## config.mk

```make
export PLATFORM = sky130hd
export DESIGN_NAME = reg_writeback_ctrl
export DESIGN_NICKNAME = d
export VERILOG_FILES = /design/src/rtl/reg_writeback_ctrl.sv
export SDC_FILE = /design/constraint.sdc
export NUM_CORES = 1
export LEC_CHECK = 0
export ABC_AREA = 1
export ABC_CLOCK_PERIOD_IN_PS = 9000
export CORE_MARGIN = 2
export CORE_UTILIZATION = 40
export CTS_CLUSTER_DIAMETER = 150
export CTS_CLUSTER_SIZE = 20
export DETAILED_ROUTE_END_ITERATION = 6
export PLACE_DENSITY = 0.66
export SLEW_MARGIN = 25
export SYNTH_ARGS = -nofsm -noshare
export SYNTH_HDL_FRONTEND = slang
export SYNTH_SLANG_ARGS = --single-unit
```

## constraint.sdc

```tcl
create_clock -name clk -period 9 [get_ports clk]
set_clock_uncertainty 0.15 [all_clocks]
set_input_delay 1.8 -clock clk [delete_from_list [all_inputs] [get_ports clk]]
set_output_delay 1.8 -clock clk [all_outputs]
set_load 0.01 [all_outputs]
```

## src/rtl/reg_writeback_ctrl.sv

```systemverilog
// Write-back sequencer for the register bank: queues address/data requests and
// replays them as a one-hot select plus data, with a pending-write scoreboard.
module reg_writeback_ctrl #(
  parameter int DATA_W     = 32,
  parameter int NREG       = 16,
  parameter int ADDR_W     = 4,
  parameter int FIFO_DEPTH = 4
) (
  input  logic              clk,
  input  logic              rst_n,
  input  logic              wb_valid,
  output logic              wb_ready,
  input  logic [ADDR_W-1:0] wb_addr,
  input  logic [DATA_W-1:0] wb_data,
  input  logic              wb_flush,
  output logic [NREG-1:0]   register,
  output logic [DATA_W-1:0] din,
  output logic [NREG-1:0]   pending,
  output logic              busy,
  output logic              err_addr
);

  // state  | meaning
  // IDLE   | no write in flight; waits for a queued request
  // SETUP  | din loaded with the in-flight entry, select still 0
  // STROBE | one-hot select asserted for exactly one cycle

  localparam int PTR_W = $clog2(FIFO_DEPTH);

  typedef enum logic [1:0] {IDLE, SETUP, STROBE} state_t;

  state_t              state, state_nxt;
  logic [ADDR_W-1:0]   fifo_addr [FIFO_DEPTH];
  logic [DATA_W-1:0]   fifo_data [FIFO_DEPTH];
  logic [PTR_W-1:0]    wr_ptr, rd_ptr;
  logic [PTR_W:0]      count;
  logic [ADDR_W-1:0]   cur_addr;
  logic                full, has_entry, push, pop, err_set, addr_ok;
  logic [NREG-1:0]     register_nxt;
  logic [DATA_W-1:0]   din_nxt;

  assign full      = (count == (PTR_W+1)'(FIFO_DEPTH));
  assign wb_ready  = rst_n & ~full & ~wb_flush;
  assign push      = wb_valid & wb_ready;
  // a flushing cycle must not hand a doomed entry to the sequencer
  assign has_entry = (count != '0) & ~wb_flush;
  assign busy      = (count != '0) | (state != IDLE);
  assign addr_ok   = ({1'b0, cur_addr} < (ADDR_W+1)'(NREG));

  always_ff @(posedge clk) begin
    if (push) begin
      fifo_addr[wr_ptr] <= wb_addr;
      fifo_data[wr_ptr] <= wb_data;
    end
  end

  always_ff @(posedge clk or negedge rst_n) begin
    if (!rst_n) begin
      wr_ptr <= '0;
      rd_ptr <= '0;
      count  <= '0;
    end else if (wb_flush) begin
      wr_ptr <= '0;
      rd_ptr <= '0;
      count  <= '0;
    end else begin
      if (push) wr_ptr <= wr_ptr + 1'b1;
      if (pop)  rd_ptr <= rd_ptr + 1'b1;
      case ({push, pop})
        2'b10:   count <= count + 1'b1;
        2'b01:   count <= count - 1'b1;
        default: count <= count;
      endcase
    end
  end

  always_comb begin
    state_nxt    = state;
    register_nxt = '0;
    din_nxt      = din;
    pop          = 1'b0;
    err_set      = 1'b0;
    case (state)
      IDLE, STROBE: begin
        state_nxt = IDLE;
        if (has_entry) begin
          pop       = 1'b1;
          din_nxt   = fifo_data[rd_ptr];
          state_nxt = SETUP;
        end
      end
      SETUP: begin
        if (wb_flush) begin
          state_nxt = IDLE;
        end else begin
          state_nxt = STROBE;
          if (addr_ok) begin
            for (int j = 0; j < NREG; j++)
              if (cur_addr == ADDR_W'(j)) register_nxt[j] = 1'b1;
          end else begin
            err_set = 1'b1;
          end
        end
      end
      default: state_nxt = IDLE;
    endcase
  end

  always_ff @(posedge clk or negedge rst_n) begin
    if (!rst_n) begin
      state    <= IDLE;
      register <= '0;
      din      <= '0;
      err_addr <= 1'b0;
      cur_addr <= '0;
    end else begin
      state    <= state_nxt;
      register <= register_nxt;
      din      <= din_nxt;
      if (err_set) err_addr <= 1'b1;
      if (pop)     cur_addr <= fifo_addr[rd_ptr];
    end
  end

  // live FIFO slots are those within count entries of the read pointer
  always_comb begin
    pending = '0;
    for (int i = 0; i < FIFO_DEPTH; i++) begin
      if ({1'b0, PTR_W'(PTR_W'(i) - rd_ptr)} < count) begin
        for (int j = 0; j < NREG; j++)
          if (fifo_addr[i] == ADDR_W'(j)) pending[j] = 1'b1;
      end
    end
    if (state != IDLE) begin
      for (int j = 0; j < NREG; j++)
        if (cur_addr == ADDR_W'(j)) pending[j] = 1'b1;
    end
  end

endmodule
```

==> results of run 1 <==
==> metrics by stage <==
stage / hold slack (ns) / power [mW] / util / instance area [µm²]
after CTS: 0.3365 / 2.795 / 0.4855 / 10500
final: 0.3322 / 2.800 / 0.4881 / 10550
after global placement: 0.3147 / 2.170 / 0.4660 / 10080
after floorplan: 0.3645 / 1.788 / - / 8733
after detailed placement: 0.3158 / 2.182 / 0.4660 / 10080
after global routing: 0.3520 / 2.979 / 0.4881 / 10550
==> cell usage in the layout, fill, tap and decap left out, types with 3 or more instances in the layout <==
master,n
buf_4,6
clkbuf_1,8
clkbuf_16,15
clkdlybuf4s50_1,104
dfrtp_1,61
edfxtp_1,144
ha_1,8
inv_1,62
inv_2,4
nand2_1,352
nand2_2,3
nand2_4,3
nand3_1,31
nand3b_1,7
nand4_1,46
nor2_1,39
nor2_2,3
nor2_4,7
nor3_1,26
o21ai_0,13
or2_2,3
==> tightest hold or removal path: stages (launching register included) <==
cell	delay (ns)
dfrtp_1	0.35
nand2_1	0.05
nand2_1	0.06
==> cells by family after synthesis <==
logic type                 Yosys count  share of synthesized area
and+or+nand+nor                    523                     0.2596
DFF                                205                     0.6699
buffers and inverters               89                    0.04355
AOI/OAI and AO/OA                   18                    0.01175
adders and majority gates            9                    0.01375
xor gates and xnor gates             1                   0.001003
other                                1                  0.0004294
==> power breakdown <==
| part | switching [mW] | total, mW | internal [mW] |
|---|---|---|---|
| sequential | 0.0742 | 1.19 | 1.12 |
| combinational | 0.603 | 0.993 | 0.390 |
| clock | 0.302 | 0.617 | 0.315 |
| total | 0.980 | 2.80 | 1.82 |
==> per-layer routing <==
layer	part of all wire	routed length [µm]	track usage
met5	0	0	0
met4	0.015	295	0.03981
met3	0.064	1243	0.02635
met2	0.47	9206	0.2926
met1	0.45	8818	0.2407
==> synthesized netlist by cell type (all sizes together) (7+ instances only) <==
cell type | count | area [µm²]
nand3b | 7 | 52.55
nor3 | 26 | 130.1
edfxtp | 144 | 4324
buf | 21 | 125.1
nand3 | 33 | 175.2
nor2 | 50 | 229.0
ha | 8 | 100.1
o21ai | 15 | 78.82
inv | 66 | 247.7
dfrtp | 61 | 1526
nand2 | 358 | 1374
nand4 | 46 | 287.8
==> sequential cells by signal, indices dropped and copies added (netlist names) <==
register and count:
count 3, cur_addr 4, din 32, fifo_addr 16, fifo_data 128, rd_ptr 2, register 16, state 2
wr_ptr 2
==> worst max path at each step <==
stage | startpoint | depth (start not counted) | endpoint
after floorplan | rst_n | 4 | fifo_addr[0][0]
after detailed placement | rst_n | 4 | wb_ready
after CTS | rd_ptr[1] | 10 | pending[1]
final | rst_n | 4 | wb_ready
after global placement | rst_n | 4 | wb_ready
after global routing | rd_ptr[1] | 11 | pending[4]
==> final cells by class <==
type	instances	area [µm²]	area share
sequential	205	5851	0.5544
multi-input combinational	552	2537	0.2405
timing repair buffer	112	1141	0.1081
clock buffer	23	405.4	0.03842
tap	280	350.3	0.03320
inverter	67	251.5	0.02383
clock inverter	1	16.27	0.001541
==> qor.yml, run 1 <==
clk_latency_ns: 0.47
ant_nets: 0
async_flop_share: 0.2976
antenna_cells: 0
ctsResizeCount: 0
num_vias: 6158
finalNonFillerCells: 1240
num_io_pins: 107
synth_enable_flop_cells: 144
power.density_mw_per_mm2: 265.4
hold_path_depth: 2
ys_seq_elements: 205
hold_viol: 0
status: "finished clean"
yosysWarnings: 0
overflow: 0
track_usage: 0.1742
crit_path_start_kind: "input port"
synthFlopType: "edfxtp_1"
peakVddDrop_mv: 0.1502
hold_buffers: 0
end_kind: "output pin"
worstPathBufferInverterCount: 2
final.setup.worst_slack_ns: 3.775
routabilityCongestion: 0.8814
fp.dieW_um: 151.8
syn-cell-area_mm2: 0.008733
cts_tree: "yes"
setup_viol: 0
clkTransAtPathRegs_ns: 0.08
crit-reg2reg-launch: "count[0]"
ys_seq_area_frac: 0.6699
syn_to_final_growth_pct: 20.83
yosys.cell_types.count: 30
grt_pass1_wl_um: 31010
r2r-end: "fifo_data[3][6]"
clkSinkCount: 205
grt_max_degree: 64
core_area_mm2: 0.02162
layout-drive-gt1-share: 0.05313
dr.pass1.iters: 5
routed_wl_um: 19570
fmax_mhz: 191.4
path_cells: "buf_4 -> nand2_1 -> nor2_1 -> clkdlybuf4s50_1"
min_from: "din[20]"
drc: 0
rsz0062_at_grt: "false"
cts.path.max_buffers: 3
min_period_ns: 5.225
clockRootBuffer: "clkbuf_16"
ff2ff_path_depth: 5
nets: 1001
total_leakage_power_nw: 4.221
cts_max_level: 1
crit_family: "buffers and inverters"
r2r_slack_ns: 6.41
slew_violations: 0
cts_buffers: 14
whs_endpoint: "din[20]"
max_slew_margin: 0.3312
viasPerCell: 4.966
synthCells: 846
die_y_um: 151.8
nFillCells: 2005
cp_slowest_stage_delay_ns: 0.63
cap_violations: 0
worst-slew-pin-transition_ns: 1.001
dp.cells: 1214
avgSynthCellArea_um2: 10.32
drt_iter0_markers: 413
grt_antenna_before_repair: 0
wire_per_inst_um: 15.78
syn_nets: 895
num_rows: 54
hpwl_um: 12640
dp_slack_ns: 3.695
worstPathMaxFanout: 63
cp_data_required_time_ns: 7.05
fin_setup_tns_ns: 0
hp-class: "register to register"
postCtsSetupBuffers: 0
port-buffer-count: 105
dieArea_mm2: 0.02303
start_util: 0.4039
grt_pass1_vias: 5921
finalCritPeriodShare: 0.5805
crit_arrival_ns: 3.27
cp_slowest_cell: "buf_4"
worstSetupPathType: "input port to output pin"
No activity file was read; power rests on OpenSTA's default activity.
==> run 2: changes to the inputs <==
--- a/config.mk
+++ b/config.mk
@@ -6,7 +6,7 @@
 export NUM_CORES = 1
 export LEC_CHECK = 0
 export ABC_AREA = 1
-export ABC_CLOCK_PERIOD_IN_PS = 9000
+export ABC_CLOCK_PERIOD_IN_PS = 4900
 export CORE_MARGIN = 2
 export CORE_UTILIZATION = 40
 export CTS_CLUSTER_DIAMETER = 150
==> constraint.sdc (replaced) <==
create_clock -name clk -period 4.9 [get_ports clk]
set_clock_uncertainty 0.15 [all_clocks]
set_input_delay 0.98 -clock clk [delete_from_list [all_inputs] [get_ports clk]]
set_output_delay 0.98 -clock clk [all_outputs]
set_load 0.01 [all_outputs]
==> run 2 against run 1 <==
The run now ends with DRC left; power up 83%; sequential cell count unchanged; cell count about the same; global-route usage about the same; die area unchanged; non-clock buffer count up 1; combinational power up 81%; clock-buffer cell count unchanged; highest routed layer unchanged; critical path depth up 7; setup slack worse by 3.0 ns; via count up 0.28%; wire length up 2.0%.
==> qor.yml, run 2 (synthesized netlist as in run 1, its figures left out) <==
grt_max_degree: 52  # was 64
num_rows: 54  # unchanged
num_io_pins: 107  # unchanged
wire_per_inst_um: 16.08  # was 15.78 µm
worstPathMaxFanout: 7  # was 63
clockRootBuffer: "clkbuf_16"  # unchanged
hp-class: "input port to asynchronous set/reset pin"  # was register to register
worstPathBufferInverterCount: 3  # was 2
start_util: 0.4039  # unchanged
fmax_mhz: 243.2
hold_buffers: 0  # unchanged
p_sw_frac: 0.3508  # was 0.3498
clk_latency_ns: 0.47  # about the same
clock_power_share: 0.222  # was 0.220
grt_pass1_vias: 5955  # was 5921
syn_to_final_growth_pct: 20.69  # was 20.83%
total_leakage_power_nw: 4.217  # was 4.221 nW
finalCritPeriodShare: 0.8392
overflow: 0  # unchanged
pwr-share-seq: 0.426  # was 0.425
hpwl_um: 12600  # was 12640 µm
min_period_ns: 4.112
registers.top_by_ff_count: "fifo_data"  # unchanged
ant_nets: 0  # unchanged
crit_path_start_kind: "register"  # was input port
final_cell_mix: "352 x nand2_1, 144 x edfxtp_1, 104 x clkdlybuf4s50_1, 62 x inv_1, 61 x dfrtp_1"  # unchanged
worst-slew-pin-transition_ns: 0.9771  # was 1.001 ns
dr.pass1.iters: 7  # was 5
cts_max_level: 1  # unchanged
reg_top3: "fifo_data x128, din x32"  # unchanged
clkSinkCount: 205  # unchanged
stdcell_area_mm2: 0.01054  # was 0.01055 mm²
antenna_cells: 0  # unchanged
status: "finished with violations"  # was finished clean
rsz0062_at_grt: "false"  # unchanged
grt_antenna_before_repair: 0  # unchanged
post_dp_cell_area_mm2: 0.01009  # was 0.01008 mm²
routed_wl_um: 19950  # was 19570 µm
cp_data_required_time_ns: 3.77  # was 7.05 ns
cts.path.max_buffers: 3  # unchanged
end_kind: "output pin"  # unchanged
num_vias: 6175  # was 6158
cp_slowest_stage_delay_ns: 0.53  # was 0.63 ns
setup_viol: 0  # unchanged
p_switching_mw: 1.798  # was 0.9796 mW
fin_setup_tns_ns: 0  # unchanged
postLayoutCoreUtil: 0.4875  # was 0.4881
dieArea_mm2: 0.02303  # unchanged
slew_violations: 0  # unchanged
internal_power_mw: 3.326  # was 1.821 mW
routabilityCongestion: 0.9178  # was 0.8814
final_common_cell: "nand2_1"  # unchanged
crit_family: "simple AND/OR/NAND/NOR gates"  # was buffers and inverters
fp.dieW_um: 151.8  # unchanged
nets: 1002  # was 1001
combPwrFrac: 0.352  # was 0.355
drc: 2  # was 0
nFillCells: 1978  # was 2005
track_usage: 0.1747  # was 0.1742
cp_slowest_cell: "clkdlybuf4s50_1"  # was buf_4
crit_path_frequent_cell: "nand2_1"
cap_violations: 0  # unchanged
crit_arrival_ns: 2.98  # was 3.27 ns
ctsResizeCount: 0  # unchanged
power.total_mw: 5.124  # was 2.800 mW
postCtsSetupBuffers: 0  # unchanged
clkTransAtPathRegs_ns: 0.10  # was 0.08 ns
hold_viol: 0  # unchanged
viasPerCell: 4.976  # was 4.966
worstSetupPathType: "register to output pin"  # was input port to output pin
max_slew_margin: 0.3471  # was 0.3312
port-buffer-count: 105  # unchanged
largest_reg_flops: 128  # unchanged
die_y_um: 151.8  # unchanged
layout-drive-gt1-share: 0.05411  # was 0.05313
drt_iter0_markers: 408  # was 413
violations: "DRC"
cts_buffers: 14  # unchanged
peakVddDrop_mv: 0.2942  # was 0.1502 mV
grt_pass1_wl_um: 30970  # was 31010 µm
core_area_mm2: 0.02162  # unchanged
power.density_mw_per_mm2: 486.1  # was 265.4 mW/mm²
path_cells: "nand2_1 -> clkinv_1 -> nor2_1 -> inv_1 -> ha_1 -> nand3_1 -> o21ai_2 -> nor3_1 -> nand2_1 -> nand3b_1 -> clkdlybuf4s50_1"  # was buf_4 -> nand2_1 -> nor2_1 -> clkdlybuf4s50_1
cts_tree: "yes"  # unchanged
[run 2: cell types whose count changed in the layout (fill, tap and decap cells not counted)]
cell / before / now
buf_4: 6 / 8
buf_16: 2 / 1
[run 2: cell type report]
| type | count | area [µm²] | share of cell area |
|---|---|---|---|
| clock buffer | 23 | 405.4 | 0.03846 |
| multi-input combinational | 552 | 2537 | 0.2407 |
| tap | 280 | 350.3 | 0.03324 |
| timing repair buffer | 113 | 1129 | 0.1071 |
| sequential | 205 | 5851 | 0.5551 |
| clock inverter | 1 | 16.27 | 0.001543 |
| inverter | 67 | 251.5 | 0.02386 |
[run 2: worst paths after layout]
path	startpoint	to	slack [ns]	depth (start not counted)
setup / recovery	rd_ptr[0]	pending[13]	0.79	11
hold reg to reg	din[6]	din[6]	0.33	2
setup reg to reg	count[2]	count[2]	2.38	13
max in group asynchronous	rst_n	din[21]	3.45	2
hold / removal	rst_n	din[9]	0.19	1
min in group clk	din[6]	din[6]	0.33	2
[run 2: power by group through the flow]
stage / logic [mW] / registers [mW] / clock network (mW)
2_1_floorplan: 1.02 / 2.26 / 0
3_3_place_gp: 1.77 / 2.22 / 0
3_5_place_dp: 1.80 / 2.22 / 0
4_1_cts: 1.80 / 2.18 / 1.17
5_1_grt: 2.01 / 2.21 / 1.23
6_report: 1.80 / 2.18 / 1.14
[run 2: per-stage QoR]
step	setup WS [ns]	hold slack (ns)	std cells
2_1_floorplan	1.472	0.3645	846
3_3_place_gp	1.376	0.3118	1216
3_5_place_dp	1.318	0.3141	1216
4_1_cts	0.7894	0.1785	1240
5_1_grt	0.5213	0.1788	1241
6_report	0.7880	0.1911	1241
[run 2: metal layers]
| metal | wire length [µm] | vias to the layer above | share of wire | global-route usage |
|---|---|---|---|---|
| li1 | - | 3020 | - | - |
| met1 | 8942 | 2961 | 0.45 | 0.2317 |
| met2 | 9543 | 174 | 0.48 | 0.2986 |
| met3 | 1213 | 20 | 0.061 | 0.03473 |
| met4 | 252 | 0 | 0.013 | 0.03843 |
| met5 | 0 | - | 0 | 0 |
